$ cat config.mk
export PLATFORM = sky130hd
export DESIGN_NAME = run_length_detector_flat
export DESIGN_NICKNAME = d
export VERILOG_FILES = /design/src/rtl/run_length_detector_if.sv /design/src/rtl/run_length_detector.sv /design/src/flat_wrapper.sv
export SDC_FILE = /design/constraint.sdc
export NUM_CORES = 1
export LEC_CHECK = 0
export ABC_AREA = 1
export CAP_MARGIN = 20
export CORE_MARGIN = 3
export CORE_UTILIZATION = 35
export CTS_CLUSTER_DIAMETER = 40
export DETAILED_ROUTE_END_ITERATION = 8
export GPL_ROUTABILITY_DRIVEN = 0
export GPL_TIMING_DRIVEN = 0
export HOLD_SLACK_MARGIN = 0.08
export RECOVER_POWER = 100
export SETUP_SLACK_MARGIN = 0.05
export SYNTH_ARGS = -nofsm -noshare
export SYNTH_HDL_FRONTEND = slang
export SYNTH_SLANG_ARGS = --single-unit
$ cat constraint.sdc
create_clock -name clk -period 4.8 [get_ports clk]
set_input_delay 0.48 -clock clk [delete_from_list [all_inputs] [get_ports clk]]
set_output_delay 0.48 -clock clk [all_outputs]
set_load 0.02 [all_outputs]
$ cat src/rtl/run_length_detector_if.sv
// rtl/run_length_detector_if.sv - sample/threshold inputs and run/hit status outputs of run_length_detector
interface run_length_detector_if #(
  parameter int MAX_RUN = 16,
  parameter int CNT_W   = 8
);
  localparam int TH_W = $clog2(MAX_RUN + 1);

  logic             w;
  logic             valid;
  logic [TH_W-1:0]  thresh;
  logic             sclr;
  logic             z;
  logic             hit_pulse;
  logic             run_bit;
  logic [TH_W-1:0]  run_cnt;
  logic [CNT_W-1:0] hit_cnt;
  logic [1:0]       state;
  logic             sticky;

  modport master (
    output w, valid, thresh, sclr,
    input  z, hit_pulse, run_bit, run_cnt, hit_cnt, state, sticky
  );

  modport slave (
    input  w, valid, thresh, sclr,
    output z, hit_pulse, run_bit, run_cnt, hit_cnt, state, sticky
  );
endinterface

$ cat src/rtl/run_length_detector.sv
// rtl/run_length_detector.sv - runtime-threshold detector for runs of identical bits on a serial input
// Optional latched hit flag enabled by defining RUN_DET_STICKY_EN.
module run_length_detector #(
  parameter int MAX_RUN = 16,
  parameter int CNT_W   = 8
) (
  input  logic                  clk,
  input  logic                  aclr,
  run_length_detector_if.slave  bus
);
  localparam int TH_W = $clog2(MAX_RUN + 1);
  localparam logic [TH_W-1:0] MAX_CNT = TH_W'(MAX_RUN);
  localparam logic [TH_W-1:0] ONE_CNT = TH_W'(1);

  typedef enum logic [1:0] {
    IDLE = 2'b00,
    RUN  = 2'b01,
    HIT  = 2'b10
  } state_t;

  state_t           state_q, state_n;
  logic             z_q, hit_pulse_q, run_bit_q;
  logic             run_bit_n, pulse_n, same;
  logic [TH_W-1:0]  run_cnt_q, run_cnt_n, cnt_inc, eff_th;
  logic [CNT_W-1:0] hit_cnt_q, hit_cnt_n;

  always_comb begin
    state_n   = state_q;
    run_bit_n = run_bit_q;
    run_cnt_n = run_cnt_q;
    pulse_n   = 1'b0;
    hit_cnt_n = hit_cnt_q;

    if (bus.thresh == '0)
      eff_th = ONE_CNT;
    else if (bus.thresh > MAX_CNT)
      eff_th = MAX_CNT;
    else
      eff_th = bus.thresh;

    // The undefined encoding 2'b11 counts as IDLE, so it never extends a run.
    same    = ((state_q == RUN) || (state_q == HIT)) && (bus.w == run_bit_q);
    cnt_inc = (run_cnt_q >= MAX_CNT) ? MAX_CNT : run_cnt_q + ONE_CNT;

    if (bus.valid) begin
      run_bit_n = same ? run_bit_q : bus.w;
      run_cnt_n = same ? cnt_inc : ONE_CNT;
      state_n   = (run_cnt_n >= eff_th) ? HIT : RUN;
      // Rising-edge-only hit: a run held at saturation does not re-trigger.
      pulse_n   = (run_cnt_n == eff_th) && (!same || (run_cnt_q < eff_th));
    end else if ((state_q != RUN) && (state_q != HIT)) begin
      state_n = IDLE;
    end

    if (bus.sclr)
      hit_cnt_n = '0;
    else if (pulse_n && (hit_cnt_q != '1))
      hit_cnt_n = hit_cnt_q + 1'b1;
  end

  always_ff @(posedge clk or negedge aclr) begin
    if (!aclr) begin
      state_q     <= IDLE;
      z_q         <= 1'b0;
      hit_pulse_q <= 1'b0;
      run_bit_q   <= 1'b0;
      run_cnt_q   <= '0;
      hit_cnt_q   <= '0;
    end else begin
      state_q     <= state_n;
      z_q         <= (state_n == HIT);
      hit_pulse_q <= pulse_n;
      run_bit_q   <= run_bit_n;
      run_cnt_q   <= run_cnt_n;
      hit_cnt_q   <= hit_cnt_n;
    end
  end

`ifdef RUN_DET_STICKY_EN
  logic sticky_q;

  always_ff @(posedge clk or negedge aclr) begin
    if (!aclr)
      sticky_q <= 1'b0;
    else if (bus.sclr)
      sticky_q <= 1'b0;
    else if (pulse_n)
      sticky_q <= 1'b1;
  end

  assign bus.sticky = sticky_q;
`else
  assign bus.sticky = 1'b0;
`endif

  assign bus.z         = z_q;
  assign bus.hit_pulse = hit_pulse_q;
  assign bus.run_bit   = run_bit_q;
  assign bus.run_cnt   = run_cnt_q;
  assign bus.hit_cnt   = hit_cnt_q;
  assign bus.state     = state_q;
endmodule
$ cat src/flat_wrapper.sv
// flat-port wrapper written by rule: the top's interface ports become plain ports
module run_length_detector_flat 
#(
  parameter int MAX_RUN = 16,
  parameter int CNT_W   = 8
)
  (clk, aclr, bus_w, bus_valid, bus_thresh, bus_sclr, bus_z, bus_hit_pulse, bus_run_bit, bus_run_cnt, bus_hit_cnt, bus_state, bus_sticky);
  run_length_detector_if #(.MAX_RUN(MAX_RUN), .CNT_W(CNT_W)) bus_i ();
  input  logic clk;
  input  logic aclr;
  input wire logic [$bits(bus_i.w)-1:0] bus_w;
  input wire logic [$bits(bus_i.valid)-1:0] bus_valid;
  input wire logic [$bits(bus_i.thresh)-1:0] bus_thresh;
  input wire logic [$bits(bus_i.sclr)-1:0] bus_sclr;
  output wire logic [$bits(bus_i.z)-1:0] bus_z;
  output wire logic [$bits(bus_i.hit_pulse)-1:0] bus_hit_pulse;
  output wire logic [$bits(bus_i.run_bit)-1:0] bus_run_bit;
  output wire logic [$bits(bus_i.run_cnt)-1:0] bus_run_cnt;
  output wire logic [$bits(bus_i.hit_cnt)-1:0] bus_hit_cnt;
  output wire logic [$bits(bus_i.state)-1:0] bus_state;
  output wire logic [$bits(bus_i.sticky)-1:0] bus_sticky;
  assign bus_i.w = bus_w;
  assign bus_i.valid = bus_valid;
  assign bus_i.thresh = bus_thresh;
  assign bus_i.sclr = bus_sclr;
  assign bus_z = bus_i.z;
  assign bus_hit_pulse = bus_i.hit_pulse;
  assign bus_run_bit = bus_i.run_bit;
  assign bus_run_cnt = bus_i.run_cnt;
  assign bus_hit_cnt = bus_i.hit_cnt;
  assign bus_state = bus_i.state;
  assign bus_sticky = bus_i.sticky;
  run_length_detector #(.MAX_RUN(MAX_RUN), .CNT_W(CNT_W)) u_core (.clk(clk), .aclr(aclr), .bus(bus_i));
endmodule
==> results.cfg <==
[setup_path]
end_kind = flop
r2r_end = u_core.bus.hit_cnt[2]
reg2reg_from = u_core.bus.state[0]
reg2reg_depth = 14
worstPathArrival_ns = 3.05
crit_buf_inv = 2
cp_top_family = simple AND/OR/NAND/NOR gates
crit_end = u_core.bus.hit_cnt[2]
path_cells = inv_1, ha_1, nor3_1, inv_1, a21oi_1, ha_1, nand2_1, nor2_1, nand2_1, nor2_1, nand3_1, nand2_1, nand2_1, nand2_1
required_ns = 5.05
crit_start = u_core.bus.state[0]
path_max_fanout = 9
cp_common_cell = nand2_1
path_class = reg2reg
max_stage_delay_ns = 0.39
r2r_slack_ns = 2.00
worst-path-stages = 14
crit_slowest_cell = dfrtp_1
startpoint_type = flop

[finish]
diodes = 0
fin_nets = 226
syn_to_final_growth_pct = 26.99
drive_gt1_share_pct = 4.975

[yosys]
avgSynthCellArea_um2 = 7.500
synth_nets = 194
synth_xor_area_share_pct = 2.061
seq_area_frac_synth_pct = 35.33
synthSimpleGateAreaFrac_pct = 32.97
yosys-mux-area-fraction_pct = 0
syn_inst = 170
synth_top_family_by_area = simple AND/OR/NAND/NOR gates
ys_warn_count = 0
syn_area_um2 = 1275
synthAdderAreaFrac_pct = 13.74
synth_compound_area_share_pct = 8.243
synth_seq_cells = 18
synth_cell_types = 24

[clock_tree]
clk_pin_slew_ns = 0.11
cts_buffers = 3
clock-sinks = 18
cts-root-buf = clkbuf_4
cts.path.max_buffers = 2
htreeDepth = 1
post-cts-setup-buffer-count = 0
cts_tree = built
cts_resized = 0
postCtsHoldBufs = 0
clk_latency_ns = 0.30

[detailed_routing]
drtAntennaViolNets = 0
drc = 0
wl_per_cell_um = 11.26
viasPerCell = 4.632
drt_wl_total_mm = 2.782
drtPass1Iterations = 4
vias = 1144
first_iter_violations = 92

[sta]
tightest_slew_ns = 0.8474
final-setup-viol-count = 0
finClkSkew_ns = 0.0005844
drv_slew = 0
fmax_mhz = 357.3
final_hold_viol_count = 0
timing.final.crit_period_ns = 2.799
rsz0062_at_grt = no
fin_ws_ns = 2.001
max_slew_margin_pct = 43.32
finalSetupTns_ns = 0
finalCritPeriodShare_pct = 58.31

[pwr]
p_per_area_nw_per_um2 = 332.3
ir_drop_uv = 144.8
p_leak_uw = 0.0008857

[placement]
io_buffers = 27
dp_hpwl_mm = 2.251
pre_cts_slack_ns = 1.937

[worst_hold_path]
hold_class = reg2reg

[global_routing]
grt_max_degree = 19
grt_pass1_vias = 1117
grt_antenna_before_repair = 0
grtUsageTotal_pct = 14.20
overflow = 0
grt_first_pass_wirelength_mm = 4.885

[flow_run]
max_cap_viol_count = 0

[outcome]
status = finished clean

[die]
die_w_um = 66.36
start_util_pct = 37.33
rows = 21
io_pins = 29
die_h_um = 66.36
core_um2 = 3416
dieArea_um2 = 4403
## report_power, final
part	internal, uW	leakage (uW)	total [uW]	switching, uW
combinational	98.4	0.000626	236	137
clock	46.3	0.0000210	97.5	51.2
sequential	178	0.000239	205	27.1
total	322	0.000886	538	216
## final cells by class
class | count | area, um^2
multi-input combinational | 128 | 710.7
fill | 331 | 1797
tap | 46 | 57.56
inverter | 22 | 82.58
sequential | 18 | 450.4
clock buffer | 4 | 36.28
timing repair buffer | 27 | 270.3
buffer | 2 | 11.26
## routing by layer
| metal | routed length, um | vias to the layer above | GRT usage (%) |
|---|---|---|---|
| li1 | - | 603 | - |
| met1 | 1356 | 521 | 19.21 |
| met2 | 1285 | 16 | 22.68 |
| met3 | 105 | 4 | 2.551 |
| met4 | 35 | 0 | 4.569 |
| met5 | 0 | - | 0 |
## metrics by stage
step | power (uW) | std cells | area, um^2 | util, % | hold WS [ns]
floorplan | 359.4 | 170 | 1275 | - | 0.1844
global route | 588.6 | 247 | 1619 | 47.40 | 0.5745
finish | 538.0 | 247 | 1619 | 47.40 | 0.5463
detailed placement | 460.2 | 243 | 1603 | 46.92 | 0.5339
global placement | 451.8 | 243 | 1603 | 46.92 | 0.5249
CTS | 559.7 | 247 | 1639 | 47.99 | 0.5598
## placed cells by master (no fill, tap or decap), drive strengths merged, types with 3 or more instances in the layout
cell           instances
a21oi                  7
clkbuf                 5
clkdlybuf4s50          7
dfrtp                 18
dlygate4sd3           20
ha                    14
inv                   21
nand2                 52
nand3                 13
nor2                  20
nor3                   3
o21ai                  8
## worst min-delay path by stage
stage | from | end | slack, ns | depth (start not counted)
floorplan | aclr | u_core.bus.hit_cnt[0] | 0.18 | 0
global route | u_core.bus.hit_cnt[5] | u_core.bus.hit_cnt[5] | 0.57 | 2
finish | u_core.bus.hit_cnt[5] | u_core.bus.hit_cnt[5] | 0.55 | 2
CTS | u_core.bus.hit_cnt[5] | u_core.bus.hit_cnt[5] | 0.56 | 2
global placement | u_core.bus.hit_cnt[5] | u_core.bus.hit_cnt[5] | 0.52 | 2
detailed placement | u_core.bus.hit_cnt[5] | u_core.bus.hit_cnt[5] | 0.53 | 2
## kinds of logic after synthesis
group	Yosys count
buffers and inverters	24
DFF	18
other	1
AOI/OAI and AO/OA	19
and+or+nand+nor	91
xor gates and xnor gates	3
adders and majority gates	14
## Yosys cell counts (all sizes together)
master	count	area share, %
xor2	2	1.4
a21oi	7	2.7
nor3	3	1.2
xnor2	1	0.69
buf	1	0.59
nor2	20	5.9
and3	1	0.49
ha	14	14
dfrtp	18	35
o31ai	2	1.2
clkinv	1	0.29
nand2	52	16
o21a	2	1.2
nand3	13	7.1
o21ai	8	3.1
nor3b	2	2.1
conb	1	0.29
inv	21	6.2
clkbuf	1	0.29
## worst register-to-register path: stages, from the launching register on
cell and delay [ns]:
dfrtp_1 0.39, inv_1 0.05, ha_1 0.28, nor3_1 0.37, inv_1 0.13, a21oi_1 0.19
ha_1 0.17, nand2_1 0.08, nor2_1 0.11, nand2_1 0.08, nor2_1 0.14, nand3_1 0.30
nand2_1 0.31, nand2_1 0.09, nand2_1 0.06
## flip-flops by register name, summed over array words and instances, names as in the netlist
signal,count
u_core.bus.run_bit,1
u_core.bus.hit_cnt,8
u_core.bus.run_cnt,5
u_core.bus.z,1
u_core.bus.hit_pulse,1
u_core.bus.state,2
Note: power is estimated with default switching activity, not from simulation.
